`config.mk`:
```
export PLATFORM = sky130hd
export DESIGN_NAME = pipeline_stage_reg
export DESIGN_NICKNAME = d
export VERILOG_FILES = /design/src/rtl/pipeline_stage_reg.sv
export SDC_FILE = /design/constraint.sdc
export NUM_CORES = 1
export LEC_CHECK = 0
export CORE_MARGIN = 5
export CORE_UTILIZATION = 44
export DETAILED_ROUTE_END_ITERATION = 6
export DONT_BUFFER_PORTS = 1
export GPL_ROUTABILITY_DRIVEN = 0
export MAX_ROUTING_LAYER = met4
export PLACE_DENSITY = 0.66
export SKIP_LAST_GASP = 1
export SLEW_MARGIN = 20
export SYNTH_ARGS = -nofsm -noshare
export SYNTH_HDL_FRONTEND = slang
export SYNTH_SLANG_ARGS = --single-unit
```
`constraint.sdc`:
```
create_clock -name clk -period 3.3 [get_ports clk]
set_input_delay 0.66 -clock clk [delete_from_list [all_inputs] [get_ports clk]]
set_output_delay 0.66 -clock clk [all_outputs]
set_load 0.01 [all_outputs]
```
`src/rtl/pipeline_stage_reg.sv`:
```
// Inter-stage pipeline register: valid/ready handshake with a one-entry skid buffer,
// synchronous flush, zero-control bubbles and a saturating back-pressure counter.
module pipeline_stage_reg #(
    parameter int CTRL_W    = 16,
    parameter int PAYLOAD_W = 92,
    parameter int CNT_W     = 16
) (
    input  logic                 clk,
    input  logic                 reset,
    input  logic                 flush,
    input  logic                 in_valid,
    output logic                 in_ready,
    input  logic [CTRL_W-1:0]    in_ctrl,
    input  logic [PAYLOAD_W-1:0] in_payload,
    output logic                 out_valid,
    input  logic                 out_ready,
    output logic [CTRL_W-1:0]    out_ctrl,
    output logic [PAYLOAD_W-1:0] out_payload,
    output logic [CNT_W-1:0]     stall_count,
    input  logic                 clr_count
);

    typedef enum logic [1:0] {
        EMPTY = 2'd0,
        ONE   = 2'd1,
        FULL  = 2'd2
    } state_t;

    state_t state, state_next;

    logic [CTRL_W-1:0]    m_ctrl, s_ctrl;
    logic [PAYLOAD_W-1:0] m_payload, s_payload;

    logic transfer_in, transfer_out;
    logic load_m, load_s, m_from_skid;

    // Handshake outputs come from registered state only, so no combinational
    // path exists from in_valid or out_ready to either ready/valid.
    assign out_valid    = (state != EMPTY);
    assign in_ready     = (state != FULL) && reset;
    assign transfer_in  = in_valid && in_ready;
    assign transfer_out = out_valid && out_ready;

    // Bubble insertion: an invalid slot must look like a no-op to the next stage.
    assign out_ctrl    = out_valid ? m_ctrl    : '0;
    assign out_payload = out_valid ? m_payload : '0;

    always_comb begin
        // NOTE: every signal driven here gets a default first, so no path through
        // the case statement can leave one unassigned and infer a latch.
        state_next  = state;
        load_m      = 1'b0;
        load_s      = 1'b0;
        m_from_skid = 1'b0;
        unique case (state)
            EMPTY: begin
                if (transfer_in) begin
                    load_m     = 1'b1;
                    state_next = ONE;
                end
            end
            ONE: begin
                if (transfer_in && transfer_out) begin
                    load_m = 1'b1;
                end else if (transfer_out) begin
                    state_next = EMPTY;
                end else if (transfer_in) begin
                    load_s     = 1'b1;
                    state_next = FULL;
                end
            end
            FULL: begin
                if (transfer_out) begin
                    load_m      = 1'b1;
                    m_from_skid = 1'b1;
                    state_next  = ONE;
                end
            end
            default: state_next = EMPTY;
        endcase
        if (flush) begin
            state_next = EMPTY;
            load_m     = 1'b0;
            load_s     = 1'b0;
        end
    end

    // NOTE: sequential state uses non-blocking assignments so every register
    // samples pre-edge values, independent of the order of statements.
    always_ff @(posedge clk) begin
        if (!reset) begin
            state <= EMPTY;
        end else begin
            state <= state_next;
        end
    end

    // NOTE: the entry storage is reset and flushed to zero deliberately, so no
    // stale payload can surface if a later change relaxes the output gating.
    always_ff @(posedge clk) begin
        if (!reset || flush) begin
            m_ctrl    <= '0;
            m_payload <= '0;
            s_ctrl    <= '0;
            s_payload <= '0;
        end else begin
            if (load_m) begin
                m_ctrl    <= m_from_skid ? s_ctrl    : in_ctrl;
                m_payload <= m_from_skid ? s_payload : in_payload;
            end
            if (load_s) begin
                s_ctrl    <= in_ctrl;
                s_payload <= in_payload;
            end
        end
    end

    // Clear beats increment; flush has no effect on the statistic.
    always_ff @(posedge clk) begin
        if (!reset || clr_count) begin
            stall_count <= '0;
        end else if (out_valid && !out_ready && (stall_count != {CNT_W{1'b1}})) begin
            stall_count <= stall_count + CNT_W'(1);
        end
    end

endmodule
```
==> impl_metrics.env, run 1 <==
export IMPL_finalCriticalPeriod_ps=2790
export IMPL_fin_crit_sh_pct=84.4
export IMPL_clock_latency_ps=520
export IMPL_syn_instance_count=1333
export IMPL_antenna_found_initial=0
export IMPL_postLayoutCoreUtil_pct=48.7
export IMPL_cts_setup_buffers=0
export IMPL_cp_num_buf_inv=1
export IMPL_syn_to_final_growth_pct=8.35
export IMPL_start_kind="register"
export IMPL_synth_area_top_cells="dfxtp_1 43%, nand2_1 11%, mux2i_1 10%, or4_1 7.7%, o211ai_1 7.5%"
export IMPL_drv_slew=0
export IMPL_max_vdd_ir_drop_uv=264
export IMPL_max_freq_mhz=359
export IMPL_power_total_mw=5.95
export IMPL_cts_buffer_depth=3
export IMPL_critPathArrivalTime_ps=2130
export IMPL_nets=1356
export IMPL_synth_seq_cells=234
export IMPL_ys_types=37
export IMPL_synth_cell_area_um2=11000
export IMPL_whs_ps=223
export IMPL_worstMarginPinSlew_ps=940
export IMPL_gr_total_overflow=0
export IMPL_yosysWarnings=0
export IMPL_drv_cap=0
export IMPL_drtAntennaViolNets=0
export IMPL_fin_setup_tns_ps=0
export IMPL_cts_sinks=234
export IMPL_worst_setup_path_type="register to output port"
export IMPL_status="finished, final reports clean"
export IMPL_slew_limit_headroom_pct=37.3
export IMPL_holdBufCountCts=0
export IMPL_clockRootBuffer="clkbuf_16"
export IMPL_routedWlPerCell_um=18.0
export IMPL_synth_top_cell_area_share_pct=42.6
export IMPL_io_pin_count=240
export IMPL_layout_drive_gt1_share_pct=4.54
export IMPL_slowest_stage="or2_4"
export IMPL_path_clk_slew_ps=60
export IMPL_yosysSeqAreaShare_pct=42.6
export IMPL_num_vias=9093
export IMPL_die_area_um2=28200
export IMPL_pwr_density_cell_nw_per_um2=500
export IMPL_fillCellCount=2372
export IMPL_cpPeakStageDelay_ps=540
export IMPL_cts_buffers=26
export IMPL_avgSynthCellArea_um2=8.25
export IMPL_dp_cells=1537
export IMPL_io_buffers=0
export IMPL_crit_path_end_kind="output port"
export IMPL_hold_class="input pin to register"
export IMPL_ys_top_cells_by_count="332 x nand2_1, 234 x dfxtp_1, 121 x a21oi_1, 113 x or4_1"
export IMPL_synth_main_ff_cell="dfxtp_1"
export IMPL_core_area_um2=24500
export IMPL_die_h_um=168
export IMPL_cts_repair_resized=0
export IMPL_rsz0062_at_grt="no"
export IMPL_grt_pass1_vias=8255
export IMPL_grt_pass1_wl_mm=45.5
export IMPL_grt_usage_pct=19.5
export IMPL_crit_fanout=57
export IMPL_drt_wl_total_mm=28.4
export IMPL_drt_first_pass_iters=5
export IMPL_row_count=57
export IMPL_cp_top_family="simple AND/OR/NAND/NOR gates"
export IMPL_hold_viol_final=0
export IMPL_critPathRequiredTime_ps=2640
export IMPL_setup_violations=0
export IMPL_grt_max_degree=219
export IMPL_synthesis_nets=1448
export IMPL_drc_errors=0
export IMPL_leakage_nw=5.04
export IMPL_fin_worst_skew_ps=12.8
export IMPL_die_x_um=168
export IMPL_drt_iter0_markers=808
export IMPL_diodes=0
export IMPL_start_util_pct=44.9
export IMPL_htreeDepth=1
export IMPL_stdcell_count=1580
export IMPL_viasPerCell=5.76
export IMPL_synth_edff_count=0
export IMPL_hpwl_mm=17.2
export IMPL_post_synth_top_count_cell="nand2_1"
export IMPL_synth_area_leader_cell="dfxtp_1"
export IMPL_synth_async_reset_ratio_pct=0
export IMPL_cts_tree="built"
export IMPL_crit_chain="or2_4 > buf_12 > and2_1"
[kinds of logic after synthesis]
logic type,count (synthesis),synth area share [%]
AO/OA/AOI/OAI,253,14.4
adder cells (fa/ha/maj),1,0.114
buffers and inverters,137,5.20
flip-flops,234,42.6
multiplexers,110,10.0
AND/OR/NAND/NOR,598,27.6
[placed cells by master, fill, tap and decap left out, types with 2 or more instances in the layout]
cell type / n
o21ai_1: 5
or3_1: 7
buf_4: 8
nand3_1: 7
buf_12: 8
o31ai_1: 6
nand4_1: 8
nor2_1: 3
nor2b_1: 3
a21oi_1: 121
nor3_1: 2
dfxtp_1: 234
and2_1: 108
and3_1: 3
and4_1: 2
nand2_1: 332
clkbuf_16: 27
mux2i_1: 110
o211ai_1: 110
o21ai_0: 3
o21bai_1: 2
bufinv_16: 3
nand2b_1: 2
clkbuf_1: 10
clkinv_2: 3
or4_1: 113
[path summary, 6_finish.rpt]
check	slack, ps	to	cells past startpoint	start
setup / recovery	510	out_payload[35]	3	state[1]$_SDFFE_PP0P_
hold / removal	220	state[1]$_SDFFE_PP0P_	1	out_ready
setup reg to reg	1070	s_payload[29]$_SDFFE_PP0P_	5	state[0]$_SDFFE_PP0P_
hold reg to reg	450	s_payload[12]$_SDFFE_PP0P_	2	s_payload[12]$_SDFFE_PP0P_
[layer usage]
layer  GRT usage, %  routed length, um  vias to the layer above
li1               -                  -                     4512
met1           26.1              12700                     4290
met2           29.6              12900                      240
met3           4.60               1980                       51
met4           5.40                865                        0
met5              -                  0                        -
[stage by stage]
stage	cell area, um2	setup slack [ps]
floorplan	11000	1210
global placement	11100	999
detailed placement	11100	924
CTS	11900	463
global route	11900	351
finish	11900	514
[flip-flops by register name, summed over array words and instances (netlist names)]
| register | flops |
|---|---|
| m_ctrl | 16 |
| m_payload | 92 |
| s_ctrl | 16 |
| s_payload | 92 |
| stall_count | 16 |
| state | 2 |
[power by group]
part,total (mW),switching [mW],internal [mW]
clock,2.83,1.11,1.72
sequential,2.86,0.0129,2.85
combinational,0.257,0.180,0.0767
total,5.95,1.31,4.65
[final cells by class]
class / instances / area, um2 / area share, %
repair buffers: 16 / 220 / 1.85
well taps: 324 / 405 / 3.40
multi-input cells: 962 / 5780 / 48.5
flip-flops and latches: 234 / 4680 / 39.3
clock buffers: 37 / 713 / 5.99
inverters: 1 / 3.75 / 0.0315
clock inverters: 6 / 105 / 0.882
No activity file was read; power rests on OpenSTA's default activity.
==> run 2: changes to the inputs <==
==> constraint.sdc (replaced) <==
create_clock -name clk -period 2.7 [get_ports clk]
set_input_delay 0.54 -clock clk [delete_from_list [all_inputs] [get_ports clk]]
set_output_delay 0.54 -clock clk [all_outputs]
set_load 0.01 [all_outputs]
==> run 2 against run 1 <==
- clock skew fell by 2.8 ps
- clock-buffer cell count grew 7
- largest power group unchanged
- wire length is 1.6% higher
- die area did not move
- critical path depth unchanged
- highest routed layer unchanged
- via count is the same
- largest cell class unchanged
- first-iteration DRC count fell by 3.8%
- combinational power rose by 27%
==> impl_metrics.env, run 2 (synthesis results as in run 1) <==
export IMPL_switching_share_pct=22.5
export IMPL_io_pin_count=240
export IMPL_drc_errors=0
export IMPL_max_vdd_ir_drop_uv=402
export IMPL_setup_violations=0
export IMPL_clock_latency_ps=510
export IMPL_pwr_density_cell_nw_per_um2=605
export IMPL_crit_path_end_kind="output port"
export IMPL_hpwl_mm=18.0
export IMPL_row_count=57
export IMPL_p_int_mw=5.64
export IMPL_fin_setup_tns_ps=0
export IMPL_fin_worst_skew_ps=10.0
export IMPL_start_kind="register"
export IMPL_leakage_nw=5.11
export IMPL_finalCriticalPeriod_ps=2470
export IMPL_drt_wl_total_mm=28.9
export IMPL_crit_fanout=37
export IMPL_cts_setup_buffers=0
export IMPL_max_freq_mhz=405
export IMPL_critPathArrivalTime_ps=1930
export IMPL_core_area_um2=24500
export IMPL_fillCellCount=2380
export IMPL_cts_repair_resized=0
export IMPL_grt_pass1_wl_mm=46.5
export IMPL_nets=1363
export IMPL_slowest_stage="dfxtp_1"
export IMPL_die_x_um=168
export IMPL_holdBufCountCts=0
export IMPL_io_buffers=0
export IMPL_top_regs="m_payload x92, s_payload x92"
export IMPL_crit_chain="or2_4 > buf_4 > and2_1"
export IMPL_htreeDepth=1
export IMPL_antenna_found_initial=0
export IMPL_drt_iter0_markers=777
export IMPL_cts_buffers=26
export IMPL_path_clk_slew_ps=60
export IMPL_drtAntennaViolNets=0
export IMPL_num_vias=9093
export IMPL_whs_ps=104
export IMPL_final_area_um2=12000
export IMPL_mostFrequentLayoutCells="332 x nand2_1, 234 x dfxtp_1, 121 x a21oi_1"
export IMPL_grt_pass1_vias=8391
export IMPL_die_h_um=168
export IMPL_status="finished, final reports clean"
export IMPL_regArea_um2=4680
export IMPL_cp_num_buf_inv=1
export IMPL_clkPwrFrac_pct=47.5
export IMPL_cp_top_family="simple AND/OR/NAND/NOR gates"
export IMPL_cts_buffer_depth=3
export IMPL_worst_setup_path_type="register to output port"
export IMPL_mostFrequentLayoutCell="nand2_1"
export IMPL_cts_sinks=234
export IMPL_viasPerCell=5.71
export IMPL_multiInputGateArea_um2=5780
export IMPL_gr_total_overflow=0
export IMPL_grt_max_degree=219
export IMPL_rsz0062_at_grt="no"
export IMPL_drv_cap=0
export IMPL_cpPeakStageDelay_ps=470
export IMPL_routedWlPerCell_um=18.2
export IMPL_hold_class="input pin to register"
export IMPL_dpl_cell_area_um2=11200
export IMPL_start_util_pct=44.9
export IMPL_fin_crit_sh_pct=91.6
export IMPL_hold_viol_final=0
export IMPL_power_frac_seq_pct=48.1
export IMPL_grt_usage_pct=19.9
export IMPL_postLayoutCoreUtil_pct=49.2
export IMPL_critPathRequiredTime_ps=2160
export IMPL_die_area_um2=28200
export IMPL_worstMarginPinSlew_ps=676
export IMPL_syn_to_final_growth_pct=9.54
export IMPL_p_sw_mw=1.64
export IMPL_layout_drive_gt1_share_pct=5.52
export IMPL_clockRootBuffer="clkbuf_16"
export IMPL_slew_limit_headroom_pct=54.9
export IMPL_drv_slew=0
export IMPL_diodes=0
export IMPL_drt_first_pass_iters=5
export IMPL_cts_tree="built"
export IMPL_combPwrFrac_pct=4.5
-- run 2: cell types whose count changed in the layout (fill, tap and decap cells not counted) --
cell / change
clkinvlp_4: +1
clkbuf_8: +8
clkbuf_1: -1
bufinv_16: -3
clkinv_4: +1
clkinv_2: -1
buf_12: +4
buf_4: +3
-- run 2: cell type report --
cell class | count | area share, %
inverters | 1 | 0.0312
clock inverters | 4 | 0.218
well taps | 324 | 3.37
flip-flops and latches | 234 | 38.9
clock buffers | 44 | 6.81
multi-input cells | 962 | 48.0
repair buffers | 23 | 2.68
-- run 2: final timing paths --
kind,from,end,slack (ps),depth (start not counted)
worst max-delay path,state[1]$_SDFFE_PP0P_,out_payload[36],230,3
worst min-delay path,out_ready,state[1]$_SDFFE_PP0P_,100,1
worst max register to register,state[1]$_SDFFE_PP0P_,m_payload[14]$_SDFFE_PP0P_,610,5
worst min register to register,s_payload[34]$_SDFFE_PP0P_,s_payload[34]$_SDFFE_PP0P_,450,2
-- run 2: layer usage --
layer	part of all wire, %	up-vias	routed length, um	GRT usage, %
met3	7.8	41	2250	5.13
met4	2.3	0	658	5.26
met5	0	-	0	-
met1	45	4261	12900	26.6
met2	45	250	13100	30.1
li1	-	4541	-	-
-- run 2: through the flow --
step / std cells / worst slack [ps] / power [mW]
floorplan: 1333 / 733 / 3.84
detailed placement: 1544 / 598 / 3.91
CTS: 1592 / 175 / 7.38
global route: 1592 / 56.8 / 7.57
finish: 1592 / 228 / 7.28
global placement: 1544 / 641 / 3.90
-- run 2: power groups by stage --
stage	Combinational, mW	Clock, mW	Sequential (mW)
finish	0.326	3.46	3.50
global placement	0.327	0	3.57
detailed placement	0.331	0	3.57
floorplan	0.276	0	3.57
CTS	0.331	3.55	3.50
global route	0.365	3.70	3.50
==> run 3: changes to the inputs <==
--- a/config.mk
+++ b/config.mk
@@ -5,6 +5,7 @@
 export SDC_FILE = /design/constraint.sdc
 export NUM_CORES = 1
 export LEC_CHECK = 0
+export CAP_MARGIN = 20
 export CORE_MARGIN = 5
 export CORE_UTILIZATION = 44
 export DETAILED_ROUTE_END_ITERATION = 6
==> results of run 3 <==
The final DEF is identical to that of run 2; final timing and power are the same.
